$ cat src/rtl/div_seq_ctrl_if.sv
// -----------------------------------------------------------------------------
// div_seq_ctrl_if
//
// Request/response bundle between the EX stage and the sequential divider.
//
// Signals (direction as seen by the divider, i.e. the slave modport):
//   div_valid     in   1     EX holds a divide op; opcode/operands stable while high
//   div_opcode    in   2     00 DIV, 01 DIVU, 10 REM, 11 REMU
//   operand1      in   XLEN  dividend (rs1)
//   operand2      in   XLEN  divisor (rs2)
//   flush         in   1     pipeline flush; abort any op in flight
//   div_ready     out  1     divider idle and able to accept
//   stall_o       out  1     freeze IF/ID/EX while the loop is busy
//   result_valid  out  1     one-cycle result strobe
//   result_o      out  XLEN  quotient or remainder
//
// master: the EX-stage side that issues requests.
// slave:  the divider.
// -----------------------------------------------------------------------------
interface div_seq_ctrl_if #(
    parameter int unsigned XLEN = 32
);
    logic            div_valid;
    logic [1:0]      div_opcode;
    logic [XLEN-1:0] operand1;
    logic [XLEN-1:0] operand2;
    logic            flush;
    logic            div_ready;
    logic            stall_o;
    logic            result_valid;
    logic [XLEN-1:0] result_o;

    modport master (
        output div_valid,
        output div_opcode,
        output operand1,
        output operand2,
        output flush,
        input  div_ready,
        input  stall_o,
        input  result_valid,
        input  result_o
    );

    modport slave (
        input  div_valid,
        input  div_opcode,
        input  operand1,
        input  operand2,
        input  flush,
        output div_ready,
        output stall_o,
        output result_valid,
        output result_o
    );
endinterface

$ cat src/rtl/div_seq_ctrl.sv
// -----------------------------------------------------------------------------
// div_seq_ctrl
//
// Multi-cycle sequencer for RV32M DIV/DIVU/REM/REMU in the EX stage.
//   - One request per valid/ready handshake.
//   - Divide-by-zero and signed overflow resolve in a single cycle.
//   - Everything else runs a radix-2 restoring shift-subtract loop on
//     magnitudes, one quotient bit per cycle, followed by a sign-fix cycle.
//   - stall_o freezes IF/ID/EX while the loop is busy.
//
// Ports:
//   clk    in  1   clock, rising edge
//   rst_n  in  1   asynchronous reset, active low
//   bus    slave modport of div_seq_ctrl_if (request, flush, ready, stall,
//          result strobe and result value)
//
// Latency from the accept edge to result_valid:
//   special cases 1 cycle, normal ops XLEN+2 cycles.
// -----------------------------------------------------------------------------
module div_seq_ctrl #(
    parameter int unsigned XLEN = 32
) (
    input logic           clk,
    input logic           rst_n,
    div_seq_ctrl_if.slave bus
);

    localparam int unsigned CW = $clog2(XLEN + 1);

    localparam logic [1:0] IDLE = 2'd0;
    localparam logic [1:0] CALC = 2'd1;
    localparam logic [1:0] FIX  = 2'd2;
    localparam logic [1:0] DONE = 2'd3;

    localparam logic [XLEN-1:0] MIN_NEG = {1'b1, {(XLEN-1){1'b0}}};
    localparam logic [XLEN-1:0] ALL_ONE = {XLEN{1'b1}};

    // -------------------------------------------------------------------------
    // State
    // -------------------------------------------------------------------------
    logic [1:0]      state_q, state_d;
    logic [CW-1:0]   cnt_q, cnt_d;
    logic [XLEN-1:0] rem_q, rem_d;
    logic [XLEN-1:0] quo_q, quo_d;
    logic [XLEN-1:0] dvsr_q, dvsr_d;
    logic [XLEN-1:0] res_q, res_d;
    logic            is_rem_q, is_rem_d;
    logic            q_neg_q, q_neg_d;
    logic            r_neg_q, r_neg_d;

    // -------------------------------------------------------------------------
    // Request decode (only meaningful in IDLE)
    // -------------------------------------------------------------------------
    logic            accept;
    logic            op_signed;
    logic            op_rem;
    logic            sign1;
    logic            sign2;
    logic            div_zero;
    logic            overflow;
    logic [XLEN-1:0] abs1;
    logic [XLEN-1:0] abs2;

    assign accept    = (state_q == IDLE) & bus.div_valid & ~bus.flush;
    assign op_signed = ~bus.div_opcode[0];
    assign op_rem    = bus.div_opcode[1];

    // Signs are forced to zero for the unsigned forms so the magnitude path
    // and the sign-fix stage need no separate unsigned handling.
    assign sign1 = op_signed & bus.operand1[XLEN-1];
    assign sign2 = op_signed & bus.operand2[XLEN-1];

    // |MIN_NEG| is MIN_NEG again, which is the correct unsigned magnitude.
    assign abs1 = sign1 ? (-bus.operand1) : bus.operand1;
    assign abs2 = sign2 ? (-bus.operand2) : bus.operand2;

    assign div_zero = (bus.operand2 == '0);
    assign overflow = op_signed & (bus.operand1 == MIN_NEG) & (bus.operand2 == ALL_ONE);

    // -------------------------------------------------------------------------
    // One restoring-division step
    // -------------------------------------------------------------------------
    // The shifted partial remainder needs XLEN+1 bits; the MSB of the
    // difference is the borrow, so it doubles as the compare result.
    logic [XLEN:0]   rem_shift;
    logic [XLEN:0]   rem_diff;
    logic            rem_ge;
    logic [XLEN-1:0] rem_step;
    logic [XLEN-1:0] quo_step;

    assign rem_shift = {rem_q, quo_q[XLEN-1]};
    assign rem_diff  = rem_shift - {1'b0, dvsr_q};
    assign rem_ge    = ~rem_diff[XLEN];
    // After a successful subtract the remainder is below dvsr, so it fits.
    assign rem_step  = rem_ge ? rem_diff[XLEN-1:0] : rem_shift[XLEN-1:0];
    assign quo_step  = {quo_q[XLEN-2:0], rem_ge};

    // -------------------------------------------------------------------------
    // Next-state logic
    // -------------------------------------------------------------------------
    always_comb begin
        state_d  = state_q;
        cnt_d    = cnt_q;
        rem_d    = rem_q;
        quo_d    = quo_q;
        dvsr_d   = dvsr_q;
        res_d    = res_q;
        is_rem_d = is_rem_q;
        q_neg_d  = q_neg_q;
        r_neg_d  = r_neg_q;

        case (state_q)
            IDLE: begin
                if (accept) begin
                    is_rem_d = op_rem;
                    if (div_zero) begin
                        res_d   = op_rem ? bus.operand1 : ALL_ONE;
                        state_d = DONE;
                    end else if (overflow) begin
                        res_d   = op_rem ? '0 : MIN_NEG;
                        state_d = DONE;
                    end else begin
                        rem_d   = '0;
                        quo_d   = abs1;
                        dvsr_d  = abs2;
                        q_neg_d = sign1 ^ sign2;
                        r_neg_d = sign1;
                        cnt_d   = CW'(XLEN);
                        state_d = CALC;
                    end
                end
            end

            CALC: begin
                rem_d = rem_step;
                quo_d = quo_step;
                cnt_d = cnt_q - CW'(1);
                if (cnt_q == CW'(1)) begin
                    state_d = FIX;
                end
            end

            FIX: begin
                if (is_rem_q) begin
                    res_d = r_neg_q ? (-rem_q) : rem_q;
                end else begin
                    res_d = q_neg_q ? (-quo_q) : quo_q;
                end
                state_d = DONE;
            end

            DONE: begin
                state_d = IDLE;
            end

            default: begin
                state_d = IDLE;
            end
        endcase

        // Flush only redirects control; datapath registers keep whatever
        // they were given above, which is harmless once back in IDLE.
        if (bus.flush) begin
            state_d = IDLE;
        end
    end

    // -------------------------------------------------------------------------
    // Registers
    // -------------------------------------------------------------------------
    always_ff @(posedge clk or negedge rst_n) begin
        if (!rst_n) begin
            state_q  <= IDLE;
            cnt_q    <= '0;
            rem_q    <= '0;
            quo_q    <= '0;
            dvsr_q   <= '0;
            res_q    <= '0;
            is_rem_q <= 1'b0;
            q_neg_q  <= 1'b0;
            r_neg_q  <= 1'b0;
        end else begin
            state_q  <= state_d;
            cnt_q    <= cnt_d;
            rem_q    <= rem_d;
            quo_q    <= quo_d;
            dvsr_q   <= dvsr_d;
            res_q    <= res_d;
            is_rem_q <= is_rem_d;
            q_neg_q  <= q_neg_d;
            r_neg_q  <= r_neg_d;
        end
    end

    // -------------------------------------------------------------------------
    // Outputs
    // -------------------------------------------------------------------------
    // div_ready depends on state only, so there is no combinational path
    // from div_valid back to div_ready.
    assign bus.div_ready    = (state_q == IDLE);
    assign bus.result_valid = (state_q == DONE) & ~bus.flush;
    assign bus.result_o     = res_q;

    // Stall covers the accept cycle through the FIX cycle; DONE releases the
    // pipeline in the same cycle the result is presented.
    always_comb begin
        bus.stall_o = 1'b0;
        case (state_q)
            IDLE:       bus.stall_o = accept;
            CALC, FIX:  bus.stall_o = bus.div_valid;
            default:    bus.stall_o = 1'b0;
        endcase
    end

endmodule

$ cat src/flat_wrapper.sv
// flat-port wrapper written by rule: the top's interface ports become plain ports
module div_seq_ctrl_flat 
#(
    parameter int unsigned XLEN = 32
)
  (clk, rst_n, bus_div_valid, bus_div_opcode, bus_operand1, bus_operand2, bus_flush, bus_div_ready, bus_stall_o, bus_result_valid, bus_result_o);
  div_seq_ctrl_if #(.XLEN(XLEN)) bus_i ();
  input logic clk;
  input logic rst_n;
  input wire logic [$bits(bus_i.div_valid)-1:0] bus_div_valid;
  input wire logic [$bits(bus_i.div_opcode)-1:0] bus_div_opcode;
  input wire logic [$bits(bus_i.operand1)-1:0] bus_operand1;
  input wire logic [$bits(bus_i.operand2)-1:0] bus_operand2;
  input wire logic [$bits(bus_i.flush)-1:0] bus_flush;
  output wire logic [$bits(bus_i.div_ready)-1:0] bus_div_ready;
  output wire logic [$bits(bus_i.stall_o)-1:0] bus_stall_o;
  output wire logic [$bits(bus_i.result_valid)-1:0] bus_result_valid;
  output wire logic [$bits(bus_i.result_o)-1:0] bus_result_o;
  assign bus_i.div_valid = bus_div_valid;
  assign bus_i.div_opcode = bus_div_opcode;
  assign bus_i.operand1 = bus_operand1;
  assign bus_i.operand2 = bus_operand2;
  assign bus_i.flush = bus_flush;
  assign bus_div_ready = bus_i.div_ready;
  assign bus_stall_o = bus_i.stall_o;
  assign bus_result_valid = bus_i.result_valid;
  assign bus_result_o = bus_i.result_o;
  div_seq_ctrl #(.XLEN(XLEN)) u_core (.clk(clk), .rst_n(rst_n), .bus(bus_i));
endmodule
$ cat config.mk
export PLATFORM = sky130hd
export DESIGN_NAME = div_seq_ctrl_flat
export DESIGN_NICKNAME = d
export VERILOG_FILES = /design/src/rtl/div_seq_ctrl_if.sv /design/src/rtl/div_seq_ctrl.sv /design/src/flat_wrapper.sv
export SDC_FILE = /design/constraint.sdc
export NUM_CORES = 1
export LEC_CHECK = 0
export ABC_CLOCK_PERIOD_IN_PS = 3600
export CORE_MARGIN = 2
export CORE_UTILIZATION = 40
export CTS_CLUSTER_DIAMETER = 200
export DETAILED_ROUTE_END_ITERATION = 10
export PLACE_DENSITY_LB_ADDON = 0.3
export SETUP_SLACK_MARGIN = 0.05
export SLEW_MARGIN = 5
export SYNTH_ARGS = -nofsm -noshare
export SYNTH_HDL_FRONTEND = slang
export SYNTH_SLANG_ARGS = --single-unit
export TNS_END_PERCENT = 5
$ cat constraint.sdc
create_clock -name clk -period 3.6 [get_ports clk]
set_input_delay 0.72 -clock clk [delete_from_list [all_inputs] [get_ports clk]]
set_output_delay 0.72 -clock clk [all_outputs]
set_load 0.01 [all_outputs]
==> flow_summary.toml <==
[outcome]
outcome = "finished, final reports clean"

[setup_path]
cp_top_family = "compound AO/OA/AOI/OAI gates"
cp_num_buf_inv = 2
critPathArrivalTime_ns = 3.65
crit_chain = "inv_1, ha_1, fa_1, nand2b_1, a21o_1, a31oi_4, a21o_1, o21ai_1, xor2_4, buf_12, mux2i_1, o21ai_0"
critPathMaxFanout = 21
reg2reg_slack_ns = 0.24
end_kind = "register"
reg2regPathDepth = 12
worstPathRequired_ns = 3.89
crit_type = "register to register"
r2r-start = "u_core.quo_q[31]"
crit_slowest_cell = "xor2_4"
cpMostUsedCell = "a21o_1"
start_kind = "register"
cpPeakStageDelay_ns = 0.52
r2r-end = "u_core.rem_q[12]"

[placed_design]
hpwlAfterDp_um = 27200
dp.cells = 1936
place_congestion = 0.952
place_area_sq_um = 13400
io_buffer_count = 104

[timing]
timing.final.crit_share = 0.933
worst_slew_pin_slew_ns = 1.07
drv_slew = 0
fmax_mhz = 298
holdWs_ns = 0.328
finClkSkew_ns = 0.00979
hold_viol_final = 0
slew_headroom = 0.287
setup_viol = 0
rsz0062_at_grt = "no"
min_period_ns = 3.36

[synth]
synth_ff_type = "dfrtp_1"
synth_edf_count = 0
synth.most_common_cell = "nand2_1"
synthTopCellsByArea = "dfrtp_1, o21ai_0, xnor2_1"
synth.distinct_cells = 74
syn_avg_cell_area_sq_um = 7.95
yosysSeqAreaShare = 0.307
synthDominantCellAreaShare = 0.307
ys_ff_latch = 139
yosysTopAreaCell = "dfrtp_1"
yosys_warnings = 0
async_flop_share = 1.00
synth_nets = 1538
syn-instance-count = 1423
synthTopCellsByCount = "nand2_1, o21ai_0, dfrtp_1"
syn_area_sq_um = 11300

[cts]
holdBufCountCts = 0
cts.sinks = 139
clkTransAtPathRegs_ns = 0.06
tritoncts = "done"
clkLatencyLatePin_ns = 0.43
h-tree-depth = 4
root_buffer = "clkbuf_16"
cts_buffer_depth = 2
cts_buffers = 17

[power_and_ir_drop]
switching_power_mw = 3.21
p_per_area_nw_per_um2 = 550
p_clk_frac = 0.245
p_total_mw = 7.75
max-vdd-ir-drop_mv = 0.375
p_leak_nw = 6.08
combPwrFrac = 0.443
p_seq_frac = 0.312
switching_share = 0.414
intPower_mw = 4.54

[floorplanning]
num_rows = 61
dieArea_sq_um = 29600
die_x_um = 172
die_y_um = 172
io_pins = 105
start_util = 0.407
core_sq_um = 27800

[finish]
fin_nets = 1692
seqCellArea_sq_um = 3480
instances_no_fill = 1968
area_growth_pct = 24.5
drive_above_1_share = 0.117
antenna_cells = 0
final_area_sq_um = 14100
multi_input_area_sq_um = 7370
nFillCells = 2712

[drt]
drt_iter0_markers = 1050
wire_per_inst_um = 17.9
final_antenna_net_count = 0
dr_total_vias = 11200
route.detailed.drc = 0
wirelength_um = 35200
via_per_inst = 5.71
dr.pass1.iters = 6

[global_routing]
overflow = 0
grt_pass1_wl_um = 56700
antenna_found_initial = 0
track_usage = 0.244
grt_max_degree = 82
grt_pass1_vias = 10700

[min_path]
hold_path.class = "primary input to asynchronous set/reset pin"

[flow_run]
drv_cap = 0
[area by class of cell]
| class | count | area share |
|---|---|---|
| multi-input combinational | 1149 | 0.523 |
| sequential | 139 | 0.247 |
| timing repair buffer | 216 | 0.137 |
| tap | 378 | 0.0336 |
| clock buffer | 21 | 0.0327 |
| inverter | 54 | 0.0144 |
| clock inverter | 11 | 0.0119 |
[worst reg2reg max path, delay by kind of cell, from the launching register on]
kind | cells | cell delay [ns]
compound gates | 5 | 0.89
xor+xnor | 1 | 0.52
fa+ha+maj | 2 | 0.64
buf+inv | 2 | 0.40
flops | 1 | 0.39
mux | 1 | 0.19
simple gates | 1 | 0.19
[kinds of logic (layout without fill, tap and decap cells)]
group | after synthesis | after routing | synth area share
flops | 139 | 139 | 0.307
compound gates | 467 | 467 | 0.256
mux | 39 | 39 | 0.0355
xor+xnor | 138 | 138 | 0.107
simple gates | 460 | 460 | 0.197
fa+ha+maj | 45 | 45 | 0.0504
buf+inv | 135 | 302 | 0.0470
[layout by cell type (no fill, tap or decap), drive strengths merged, types with 7 or more instances in the layout]
| master | Yosys | layout |
|---|---|---|
| o21ai | 170 | 170 |
| ha | 44 | 44 |
| mux2i | 30 | 30 |
| a32oi | 13 | 13 |
| nor2 | 116 | 116 |
| or4 | 15 | 15 |
| clkdlybuf4s50 | 0 | 103 |
| a31oi | 12 | 12 |
| xnor2 | 77 | 77 |
| nor2b | 9 | 9 |
| a21o | 16 | 16 |
| or2 | 8 | 8 |
| o31ai | 30 | 30 |
| nand4 | 18 | 18 |
| nor4 | 14 | 14 |
| buf | 16 | 113 |
| clkbuf | 65 | 21 |
| a211oi | 7 | 7 |
| nor3 | 25 | 25 |
| mux2 | 9 | 9 |
| o41ai | 16 | 16 |
| inv | 54 | 54 |
| o22ai | 8 | 8 |
| nand2b | 19 | 19 |
| or3 | 26 | 26 |
| xor2 | 61 | 61 |
| nand3 | 17 | 17 |
| dfrtp | 139 | 139 |
| nand2 | 165 | 165 |
| and2 | 7 | 7 |
| o211ai | 14 | 14 |
| a21oi | 130 | 130 |
[power by group through the flow]
stage | Sequential [mW] | Combinational, mW | Clock (mW)
final | 2.42 | 3.44 | 1.90
after floorplan | 2.23 | 2.47 | 0
after CTS | 2.40 | 3.40 | 1.92
after global routing | 2.47 | 3.81 | 1.99
after detailed placement | 2.42 | 3.36 | 0
after global placement | 2.41 | 3.30 | 0
[per-layer routing]
metal	up-vias	wire length, um	track usage
met2	405	16200	0.396
met3	70	2140	0.0311
met4	0	1170	0.0939
met1	5317	15700	0.331
li1	5446	-	-
met5	-	0	0
[metrics by stage]
| stage | utilization | TNS, ns | worst slack, ns |
|---|---|---|---|
| 2_1_floorplan | - | 0 | 0.567 |
| 3_3_place_gp | 0.484 | -4.26 | -0.123 |
| 3_5_place_dp | 0.484 | -7.94 | -0.178 |
| 4_1_cts | 0.506 | 0 | 0.128 |
| 5_1_grt | 0.507 | 0 | 0.0896 |
| 6_report | 0.507 | 0 | 0.242 |
[worst max-delay path by stage]
stage	from	endpoint	depth (start not counted)
3_5_place_dp	bus_operand2[0]	u_core.bus.result_o[24]	11
5_1_grt	u_core.quo_q[31]	u_core.rem_q[14]	12
4_1_cts	u_core.quo_q[31]	u_core.rem_q[12]	12
6_report	u_core.quo_q[31]	u_core.rem_q[12]	12
2_1_floorplan	bus_operand1[5]	u_core.rem_q[15]	10
3_3_place_gp	bus_operand2[0]	u_core.bus.result_o[25]	10
[state kept, by name, summed over array words and instances, names as in the netlist]
name,count
u_core.r_neg_q,1
u_core.dvsr_q,32
u_core.quo_q,32
u_core.is_rem_q,1
u_core.rem_q,32
u_core.bus.result_o,32
u_core.state_q,2
u_core.q_neg_q,1
u_core.cnt_q,6
[timing repair]
action	in CTS	in global routing
endpoints found under the setup margin	0	35
setup buffers	0	0
gates resized for setup	0	3
Note: power is estimated with default switching activity, not from simulation.
